<file path="config.mk">
export PLATFORM = sky130hd
export DESIGN_NAME = decoder_n_pipe_flat
export DESIGN_NICKNAME = d
export VERILOG_FILES = /design/src/rtl/decoder_n_pipe_if.sv /design/src/rtl/decoder_n_pipe.sv /design/src/flat_wrapper.sv
export SDC_FILE = /design/constraint.sdc
export NUM_CORES = 1
export LEC_CHECK = 0
export CAP_MARGIN = 20
export CORE_AREA = 2 2 42 64
export CTS_CLUSTER_DIAMETER = 30
export DETAILED_ROUTE_END_ITERATION = 7
export DIE_AREA = 0 0 44 66
export PLACE_DENSITY = 0.79
export SKIP_LAST_GASP = 1
export SLEW_MARGIN = 20
export SYNTH_ARGS = -nofsm -noshare
export SYNTH_HDL_FRONTEND = slang
export SYNTH_SLANG_ARGS = --single-unit
</file>
<file path="constraint.sdc">
create_clock -name clk -period 3.7 [get_ports clk]
set_clock_uncertainty 0.1 [all_clocks]
set_input_delay 0.555 -clock clk [delete_from_list [all_inputs] [get_ports clk]]
set_output_delay 0.555 -clock clk [all_outputs]
set_load 0.1 [all_outputs]
</file>
<file path="src/rtl/decoder_n_pipe_if.sv">
// Handshake bundle for decoder_n_pipe: code input stream and one-hot output stream.
// The slave modport is the decoder side, the master modport is the producer/consumer side.
interface decoder_n_pipe_if #(
  parameter int IN_W    = 3,
  parameter int NUM_OUT = 8
);
  logic               in_valid;
  logic               in_ready;
  logic [IN_W-1:0]    data;
  logic               out_valid;
  logic               out_ready;
  logic [NUM_OUT-1:0] out;

  modport master (
    output in_valid, data, out_ready,
    input  in_ready, out_valid, out
  );

  modport slave (
    input  in_valid, data, out_ready,
    output in_ready, out_valid, out
  );
endinterface

</file>
<file path="src/rtl/decoder_n_pipe.sv">
// Pipelined N-to-M one-hot decoder with valid/ready on both sides, a 2-entry
// output buffer and a self-driven sweep mode that walks every output line.
// Optional build macro: DEC_RANGE_ERR_EN -- out-of-range host codes are
// discarded and flagged on err instead of being emitted as an all-zero word.
module decoder_n_pipe #(
  parameter int IN_W       = 3,
  parameter int NUM_OUT    = 8,
  parameter int SWEEP_HOLD = 1
) (
  input  logic            clk,
  input  logic            rst,
  decoder_n_pipe_if.slave bus,
  input  logic            mode,
  input  logic            sweep_start,
  output logic            busy,
  output logic            sweep_done
`ifdef DEC_RANGE_ERR_EN
  ,
  output logic            err
`endif
);

  localparam int HOLD_W = (SWEEP_HOLD > 1) ? $clog2(SWEEP_HOLD) : 1;

  typedef enum logic [1:0] {
    S_IDLE  = 2'd0,
    S_SWEEP = 2'd1,
    S_DRAIN = 2'd2
  } state_t;

  state_t             state_q, state_d;
  // Two-slot buffer kept as head/tail so the head register drives out directly.
  logic [NUM_OUT-1:0] head_q, head_d;
  logic [NUM_OUT-1:0] tail_q, tail_d;
  logic               head_vld_q, head_vld_d;
  logic               tail_vld_q, tail_vld_d;
  logic [IN_W-1:0]    code_q, code_d;
  logic [HOLD_W-1:0]  hold_q, hold_d;
  logic               sweep_done_q, sweep_done_d;

  logic               fifo_full;
  logic               in_ready_c;
  logic               host_acc;
  logic               host_push;
  logic               sweep_push;
  logic               push;
  logic               pop;
  logic [NUM_OUT-1:0] push_word;

`ifdef DEC_RANGE_ERR_EN
  logic               err_q, err_d;
  logic               in_range;
`endif

  // Codes at or above NUM_OUT match no line and decode to all zeros.
  function automatic logic [NUM_OUT-1:0] decode(input logic [IN_W-1:0] code);
    logic [NUM_OUT-1:0] w;
    w = '0;
    for (int k = 0; k < NUM_OUT; k++) begin
      if ({1'b0, code} == (IN_W+1)'(k)) w[k] = 1'b1;
    end
    return w;
  endfunction

  // Handshake qualification and the word to be enqueued this cycle.
  always_comb begin
    fifo_full  = tail_vld_q;
    in_ready_c = !rst && (state_q == S_IDLE) && !fifo_full;
    host_acc   = bus.in_valid && in_ready_c;
    pop        = head_vld_q && bus.out_ready;
`ifdef DEC_RANGE_ERR_EN
    in_range   = ({1'b0, bus.data} < (IN_W+1)'(NUM_OUT));
    host_push  = host_acc && in_range;
    err_d      = host_acc && !in_range;
`else
    host_push  = host_acc;
`endif
    sweep_push = (state_q == S_SWEEP) && !fifo_full && (hold_q == '0);
    push       = host_push || sweep_push;
    push_word  = sweep_push ? decode(code_q) : decode(bus.data);
  end

  // Buffer update: pop shifts tail into head, then push fills the first free slot.
  always_comb begin
    head_d     = head_q;
    head_vld_d = head_vld_q;
    tail_d     = tail_q;
    tail_vld_d = tail_vld_q;
    if (pop) begin
      head_d     = tail_q;
      head_vld_d = tail_vld_q;
      tail_d     = '0;
      tail_vld_d = 1'b0;
    end
    if (push) begin
      if (!head_vld_d) begin
        head_d     = push_word;
        head_vld_d = 1'b1;
      end else begin
        tail_d     = push_word;
        tail_vld_d = 1'b1;
      end
    end
  end

  // Sweep sequencer: next state, code counter and hold timer.
  always_comb begin
    state_d      = state_q;
    code_d       = code_q;
    hold_d       = hold_q;
    sweep_done_d = 1'b0;
    case (state_q)
      S_IDLE: begin
        if (sweep_start && mode && !head_vld_q) begin
          state_d = S_SWEEP;
          code_d  = '0;
          hold_d  = '0;
        end
      end
      S_SWEEP: begin
        if (sweep_push) begin
          hold_d = HOLD_W'(SWEEP_HOLD - 1);
          if (code_q == IN_W'(NUM_OUT - 1)) begin
            state_d = S_DRAIN;
          end else begin
            code_d = code_q + 1'b1;
          end
        end else if (hold_q != '0) begin
          hold_d = hold_q - 1'b1;
        end
      end
      S_DRAIN: begin
        // Done on the edge that leaves the buffer empty.
        if (!head_vld_d) begin
          state_d      = S_IDLE;
          sweep_done_d = 1'b1;
        end
      end
      default: state_d = S_IDLE;
    endcase
  end

  // State and buffer registers; reset flushes the buffer and aborts any sweep.
  always_ff @(posedge clk) begin
    if (rst) begin
      state_q      <= S_IDLE;
      head_q       <= '0;
      tail_q       <= '0;
      head_vld_q   <= 1'b0;
      tail_vld_q   <= 1'b0;
      code_q       <= '0;
      hold_q       <= '0;
      sweep_done_q <= 1'b0;
`ifdef DEC_RANGE_ERR_EN
      err_q        <= 1'b0;
`endif
    end else begin
      state_q      <= state_d;
      head_q       <= head_d;
      tail_q       <= tail_d;
      head_vld_q   <= head_vld_d;
      tail_vld_q   <= tail_vld_d;
      code_q       <= code_d;
      hold_q       <= hold_d;
      sweep_done_q <= sweep_done_d;
`ifdef DEC_RANGE_ERR_EN
      err_q        <= err_d;
`endif
    end
  end

  assign bus.in_ready  = in_ready_c;
  assign bus.out_valid = head_vld_q;
  assign bus.out       = head_q;
  assign busy          = (state_q != S_IDLE);
  assign sweep_done    = sweep_done_q;
`ifdef DEC_RANGE_ERR_EN
  assign err           = err_q;
`endif

endmodule

</file>
<file path="src/flat_wrapper.sv">
// flat-port wrapper written by rule: the top's interface ports become plain ports
module decoder_n_pipe_flat 
#(
  parameter int IN_W       = 3,
  parameter int NUM_OUT    = 8,
  parameter int SWEEP_HOLD = 1
)
  (clk, rst, mode, sweep_start, busy, sweep_done, bus_in_valid, bus_data, bus_out_ready, bus_in_ready, bus_out_valid, bus_out);
  decoder_n_pipe_if #(.IN_W(IN_W), .NUM_OUT(NUM_OUT)) bus_i ();
  input  logic clk;
  input  logic rst;
  input  logic mode;
  input  logic sweep_start;
  output logic busy;
  output logic sweep_done;
  input wire logic [$bits(bus_i.in_valid)-1:0] bus_in_valid;
  input wire logic [$bits(bus_i.data)-1:0] bus_data;
  input wire logic [$bits(bus_i.out_ready)-1:0] bus_out_ready;
  output wire logic [$bits(bus_i.in_ready)-1:0] bus_in_ready;
  output wire logic [$bits(bus_i.out_valid)-1:0] bus_out_valid;
  output wire logic [$bits(bus_i.out)-1:0] bus_out;
  assign bus_i.in_valid = bus_in_valid;
  assign bus_i.data = bus_data;
  assign bus_i.out_ready = bus_out_ready;
  assign bus_in_ready = bus_i.in_ready;
  assign bus_out_valid = bus_i.out_valid;
  assign bus_out = bus_i.out;
  decoder_n_pipe #(.IN_W(IN_W), .NUM_OUT(NUM_OUT), .SWEEP_HOLD(SWEEP_HOLD)) u_core (.clk(clk), .rst(rst), .bus(bus_i), .mode(mode), .sweep_start(sweep_start), .busy(busy), .sweep_done(sweep_done));
endmodule
</file>
==> results.txt, run 1 <==
- Once layout is complete, the utilization of the core stands at 62.84%.
- In the final layout, the share of cells above drive strength 1 is 9.554%.
- In this run, CTS created clock tree buffers numbering 3.
- Router iterations before antenna repair: 4
* Worst Hold Slack: 363.9 ps
- Total GRT Usage: 20.38%
- Commonest cells after routing, fill and taps aside: dfxtp_1, nand2_1, clkdlybuf4s50_1, a311oi_1, a21oi_1
* DRC viols: 0
- Vias in the first global route: 1,080
* Worst Hold Path Cells: 2
- After clock tree synthesis, the flow added hold-fix buffers numbering 0.
- Headroom to the max-slew limit: 34.44%
* Core Region: 0.002367 mm2
- Gate count of the mapped netlist: 141
- At the worst endpoint, the arrival time is 2190 ps.
- The run finished with clean final reports.
- Count of instances resized after the clock tree is built: 0
- Synthesis Warnings: 0
* Maximum level of the CTS H-tree: 1
* Non-filler cells in the finished layout: 181
- Number of I/O port buffers: 20
- STA classifies the critical path endpoint as a primary output.
* LEAKAGE: 0.0005110 uW
* VDD IR-drop max: 0.0002845 V
- The worst setup path is launched from a flip-flop.
* Total inserted antenna cells: 0
- Entering global routing, the biggest net connects 21 pins.
* First-pass GRT wire length: 4443 um
- Clk_lat worst skew: 330 ps
- Compared with the post-synthesis result, the final layout area differs by 20.59%.
- Highest attainable clock frequency: 352.0 MHz
* Mapped Area: 0.001234 mm2
- Clock root buffer: clkbuf_4
- Setup repair after global routing left no endpoint under its margin.
- After detailed routing, the number of vias per cell comes to 6.260.
* Overall overflow remaining after global route: 0
- At the pin with the least slew margin, the transition time is 980.4 ps.
- Maximum count of clock buffers along a single path: 2
- Along the worst path, the maximum fanout reaches 13.
- Synthesized area per cell: 8.750 um2
* Die Height: 66 um
- For this run, the register share of the synthesized area comes to 38.95%.
- From left edge to right edge, the die measures 44 um.
- Post-detailed-route wirelength per cell: 14.41 um
* Part of the cycle the worst path needs: 76.78%
- The final-report max-slew violation count came to 0.
* Total length of routed wires: 2609 um
- Across the run, the number of max-cap violations was 0.
- Power spread over the standard cell area amounts to 471.5 mW/mm2.
- Number of vias after detailed routing: 1,133
* Number of unique standard cell types used by synthesis: 38
- Clock tree from TritonCTS: yes
- Sink count of the clock tree: 24
- The detail route stage leaves a number of antenna-violating nets equal to 0.
- The congestion estimate from routability-driven global placement came to 0.7937.
* Detailed Route Iter0 Violations: 19
- Cells after DPL: 177
* Shortest clock period the worst path allows after layout: 2841 ps
* Syn Nets: 153
* Post-placement worst setup slack: 1065 ps
- R2R cell count: 4
* Endpoints failing setup: 0
- Initial Utilization: 52.11%
* Type of the worst setup path: reg2out
- Data on the critical path is required at its endpoint by 3040 ps.
- The floorplan step defined a die boundary enclosing 0.002904 mm2.
* Most common cell after layout, fill and taps aside: dfxtp_1
* Number of antenna violations at the first check in global routing: 0
- After the last flow step, the layout net total stands at 170.
* Total negative setup slack: 0 ps
- Final Worst Setup Slack: 859.0 ps
- Count of final hold-check violations: 0
- Min-delay worst type: reg2reg
* I/O pin count: 21
- DP HPWL: 1988 um
- CTS clock-pin slew for the worst setup and hold paths: 140 ps
- In this run, synthesis produced a sequential element count of 24.
- Post-CTS timing repair inserted 0 buffers for setup.
- The initialized floorplan defines 22 standard-cell rows.
[routing by layer]
layer  wire length, um  vias to the layer above  share of wire (%)  GRT usage (%)
li1                  -                      559                  -              -
met1              1114                      544                 43          22.49
met2              1366                       25                 52          34.56
met3                73                        5                2.8          2.732
met4                54                        0                2.1          14.39
met5                 0                        -                  0              0
[report_power, final]
group	internal [uW]	switching [uW]	total, uW
registers	274	15.7	290
clock network	110	84.6	194
logic	60.3	157	218
total	444	258	701
[final cells by class]
class                   instances  area [um2]
repair buffers                 21       205.2
inverters                       4       15.01
multi-input cells             104       704.4
flip-flops and latches         24       480.5
clock inverters                 1       30.03
clock buffers                   3       22.52
well taps                      24       30.03
fillers                       205       879.6
[per-stage QoR]
step	area [um2]	power, uW
CTS	1488	703.7
floorplan	1240	463.8
global placement	1435	509.2
global route	1488	724.4
finish	1488	701.4
detailed placement	1435	513.2
[Yosys cell counts (all sizes together)]
library cell  count  area (um2)
nand2            23       86.33
nand3             1       5.000
nand2b            2       12.51
a22o              5       43.79
a211oi            3       22.52
or3b              1       8.760
nor2b             1       6.260
and3              2       12.51
nor4              3       31.28
nor4b             2       32.53
nor3              5       25.02
a31oi             3       18.77
nor2              6       22.52
mux2i             3       30.03
inv               4       15.01
dfxtp            24       480.5
a21oi             7       35.03
buf               5       25.03
clkbuf            4       15.01
mux2              1       11.26
o32ai             1       8.760
o21ai             7       35.03
or2               2       12.52
a311oi           11       108.9
ha                3       37.54
or3               2       12.51
o211ai            1       7.510
and2              1       6.260
nand3b            6       45.04
nor3b             2       20.02
[sequential cells by signal (all words and copies together) (netlist names)]
signal,cells
u_core.bus.out,8
u_core.bus.out_valid,1
u_core.code_q,3
u_core.fifo_full,1
u_core.state_q,2
u_core.sweep_done,1
u_core.tail_q,8
[path summary, 6_finish.rpt]
kind                                                      from                            to  slack (ps)
worst min-delay path               u_core.tail_q[4]$_SDFF_PP0_   u_core.tail_q[4]$_SDFF_PP0_         360
worst min register to register     u_core.tail_q[4]$_SDFF_PP0_   u_core.tail_q[4]$_SDFF_PP0_         360
worst max register to register  u_core.state_q[0]$_SDFFE_PP0P_  u_core.bus.out[1]$_SDFF_PP0_        1500
worst max-delay path            u_core.state_q[0]$_SDFFE_PP0P_                          busy         860
[critical path: stages, from the launching register on]
cell	delay, ps
dfxtp_1	570
or2_1	160
clkdlybuf4s50_1	1130
[cell families after synthesis]
group,after synthesis,synth area share [%]
and+or+nand+nor,59,27.48
AOI/OAI and AO/OA,38,22.72
DFF,24,38.95
buffers and inverters,13,4.462
muxes,4,3.347
adders and majority gates,3,3.043
Note: power is estimated with default switching activity, not from simulation.
==> inputs of run 2 (changes only) <==
--- a/config.mk
+++ b/config.mk
@@ -6,11 +6,11 @@
 export NUM_CORES = 1
 export LEC_CHECK = 0
 export CAP_MARGIN = 20
-export CORE_AREA = 2 2 42 64
+export CORE_AREA = 2 2 46 69
 export CTS_CLUSTER_DIAMETER = 30
 export DETAILED_ROUTE_END_ITERATION = 7
-export DIE_AREA = 0 0 44 66
-export PLACE_DENSITY = 0.79
+export DIE_AREA = 0 0 48 71
+export PLACE_DENSITY = 0.71
 export SKIP_LAST_GASP = 1
 export SLEW_MARGIN = 20
 export SYNTH_ARGS = -nofsm -noshare
==> constraint.sdc (replaced) <==
create_clock -name clk -period 2.6 [get_ports clk]
set_clock_uncertainty 0.1 [all_clocks]
set_input_delay 0.39 -clock clk [delete_from_list [all_inputs] [get_ports clk]]
set_output_delay 0.39 -clock clk [all_outputs]
set_load 0.1 [all_outputs]
==> results.txt, run 2 (synthesis gave the netlist of run 1 again) <==
* Number of vias per cell: 5.588 (was 6.260)
- Final total power: 943.7 uW (was 701.4 uW)
* Total GRT Usage: 17.38% (was 20.38%)
* Power density over the cells: 621.3 mW/mm2 (was 471.5 mW/mm2)
* Vias in the first global route: 1,053 (was 1,080)
- RSZ-0062 raised after global routing: no (unchanged).
* Post-route met1 wirelength: 1130 um (was 1114 um)
- The transition at the pin with the smallest max-transition slack is 718.0 ps (was 980.4 ps).
- The worst supply voltage drop on vdd is 0.0004467 V (was 0.0002845 V).
- The final-report max-slew violation count came to 0 (unchanged).
- Clock root buffer: clkbuf_8 (was clkbuf_4)
- The classification of the worst setup path is reg2reg (was reg2out).
- Non-filler cells in the finished layout: 199 (was 181)
- The count of standard-cell rows is 24 (was 22).
- The die outline width came to 48 um (was 44 um).
- The hold violation count in the final report was 0 (unchanged).
* First-pass GRT wire length: 4464 um (was 4443 um)
- Cells after DPL: 195 (was 177)
* Area used by sequential logic in the layout: 480.5 um2 (unchanged)
- Top layer used by detailed routing: met4 (unchanged)
* Number of buffers created by CTS: 3 (unchanged)
- Gate family responsible for the most delay along the worst path: simple AND/OR/NAND/NOR gates (was buffers and inverters)
- Min-delay worst type: reg2reg (unchanged)
- The worst reg2reg path endpoint is u_core.bus.out[4]$_SDFF_PP0_ (was u_core.bus.out[1]$_SDFF_PP0_).
- Commonest cells after routing, fill and taps aside: dfxtp_1, nand2_1, buf_4, a311oi_1, clkdlybuf4s50_1 (was dfxtp_1, nand2_1, clkdlybuf4s50_1, a311oi_1, a21oi_1)
- The final net count was 174 (was 170).
- The number of DRC violations after detailed routing came to 0 (unchanged).
- The number of buffers added for setup after CTS was 0 (unchanged).
- The multi-input gate area in the final layout is 713.2 um2 (was 704.4 um2).
* Maximum count of clock buffers along a single path: 2 (unchanged)
- Type of element launching the critical path: flip-flop (unchanged)
- Worst Hold Path Cells: 2 (unchanged)
- The floorplan core area came to 0.002853 mm2 (was 0.002367 mm2).
* Antenna Violating Nets Remaining: 0 (unchanged)
- Ordered cell list for the critical path: or3b_1 -> nor4b_4 -> a311oi_1 -> a311oi_2 (was or2_1 -> clkdlybuf4s50_1).
* LEAKAGE: 0.0005502 uW (was 0.0005110 uW)
- Crit path capture type: flip-flop (was primary output)
- The amount of wire on met3 after detailed routing is 48 um (was 73 um).
- Endpoints failing setup: 0 (unchanged)
- Share of layout cells above drive strength 1: 18.13% (was 9.554%)
- Die Height: 71 um (was 66 um)
- Gpl congestion: 0.8013 (was 0.7937)
- The fill cell total of the finished layout was 273 (was 205).
- Headroom to the max-slew limit: 52.13% (was 34.44%)
* Part of the cycle the worst path needs: 84.00%
- WP buf/inv: 0 (was 1)
- The global-route congestion overflow total is 0 (unchanged).
* Router iterations before antenna repair: 4 (unchanged)
- Number of antenna violations at the first check in global routing: 0 (unchanged)
- Data required time of the worst path: 2680 ps (was 3040 ps)
- Worst path arrival time: 2260 ps (was 2190 ps)
- Count of instances resized after the clock tree is built: 0 (unchanged)
- The biggest fanout along the worst timing path was 18 (was 13).
- CTS clock-pin slew for the worst setup and hold paths: 80 ps (was 140 ps)
- The TritonCTS clock tree was yes (unchanged).
- I/O pin count: 21 (unchanged)
* Worst Hold Slack: 353.7 ps (was 363.9 ps)
- Number of I/O port buffers: 20 (unchanged)
- The path depth of the worst reg2reg path was 4 (unchanged).
* Highest attainable clock frequency: 457.9 MHz
- The endpoint of the worst hold path is u_core.tail_q[1]$_SDFF_PP0_ (was u_core.tail_q[4]$_SDFF_PP0_).
- Slowest cell delay on critical path: 710 ps (was 1130 ps)
* Total length of routed wires: 2633 um (was 2609 um)
* Detailed Route Iter0 Violations: 15 (was 19)
* Slack of the worst reg-to-reg path: 420 ps (was 1500 ps)
- The max-capacitance violation count came to 0 (unchanged).
- The final sum of negative setup slack came to 0 ps (unchanged).
* Most common cell after layout, fill and taps aside: dfxtp_1 (unchanged)
* Hold_buf cts: 0 (unchanged)
* Number of vias after detailed routing: 1,112 (was 1,133)
* Area Overhead vs Synth: 23.12% (was 20.59%)
* Total met2 wirelength after detailed routing: 1413 um (was 1366 um)
- Largest net degree at the start of global routing: 20 (was 21)
* Total inserted antenna cells: 0 (unchanged)
* Die footprint: 0.003408 mm2 (was 0.002904 mm2)
- Sink count of the clock tree: 24 (unchanged)
- Start of the worst register-to-register path: u_core.state_q[0]$_SDFFE_PP0P_ (unchanged)
- Worst-path cell with the longest stage delay: or3b_1 (was clkdlybuf4s50_1)
- The starting density of the core was 43.25% (was 52.11%).
- Clk_lat worst skew: 260 ps (was 330 ps)
- The post-detailed-placement half-perimeter wirelength came to 2039 um (was 1988 um).
- Worst min-delay path startpoint: u_core.tail_q[1]$_SDFF_PP0_ (was u_core.tail_q[4]$_SDFF_PP0_)
- Outcome: finished, final reports clean (unchanged)
- Shortest clock period the worst path allows after layout: 2184 ps
- Maximum level of the CTS H-tree: 1 (unchanged)
* Post-detailed-route wirelength per cell: 13.23 um (was 14.41 um)
-- run 2: metrics by stage --
step / util (%) / worst slack [ps] / cell area (um2)
floorplan: - / 308.0 / 1249
global placement: 51.54 / 314.9 / 1470
detailed placement: 51.54 / 225.7 / 1470
CTS: 52.98 / 410.7 / 1511
global route: 53.25 / 194.1 / 1519
finish: 53.25 / 415.9 / 1519
-- run 2: layout make-up --
cell class | count | area share [%]
inverter | 4 | 0.9885
tap | 39 | 3.213
multi-input combinational | 104 | 46.95
sequential | 24 | 31.63
clock buffer | 3 | 2.718
timing repair buffer | 25 | 14.50
-- run 2: metal layers --
layer,up-vias,global-route usage (%)
li1,561,-
met5,-,0
met4,0,6.306
met1,531,20.03
met3,4,2.296
met2,16,30.52
-- run 2: tightest hold or removal path: cells and delay by family (launching register included) --
kind | cells | cell delay, ps
DFF | 1 | 310
AOI/OAI and AO/OA | 1 | 50
and+or+nand+nor | 1 | 50
-- run 2: worst max-delay path by stage --
stage	start	endpoint	slack (ps)	cells after the start
global placement	bus_in_valid	u_core.bus.out[2]$_SDFF_PP0_	310	5
finish	u_core.state_q[0]$_SDFFE_PP0P_	u_core.bus.out[4]$_SDFF_PP0_	420	4
global route	u_core.state_q[0]$_SDFFE_PP0P_	u_core.bus.out[1]$_SDFF_PP0_	190	4
floorplan	rst	bus_in_ready	310	3
detailed placement	bus_in_valid	u_core.bus.out[7]$_SDFF_PP0_	230	5
CTS	u_core.state_q[0]$_SDFFE_PP0P_	u_core.bus.out[3]$_SDFF_PP0_	410	4
-- run 2: power breakdown --
part	switching, uW	internal [uW]
Combinational	226	91.6
Clock	109	103
Sequential	23.9	389
Total	360	584
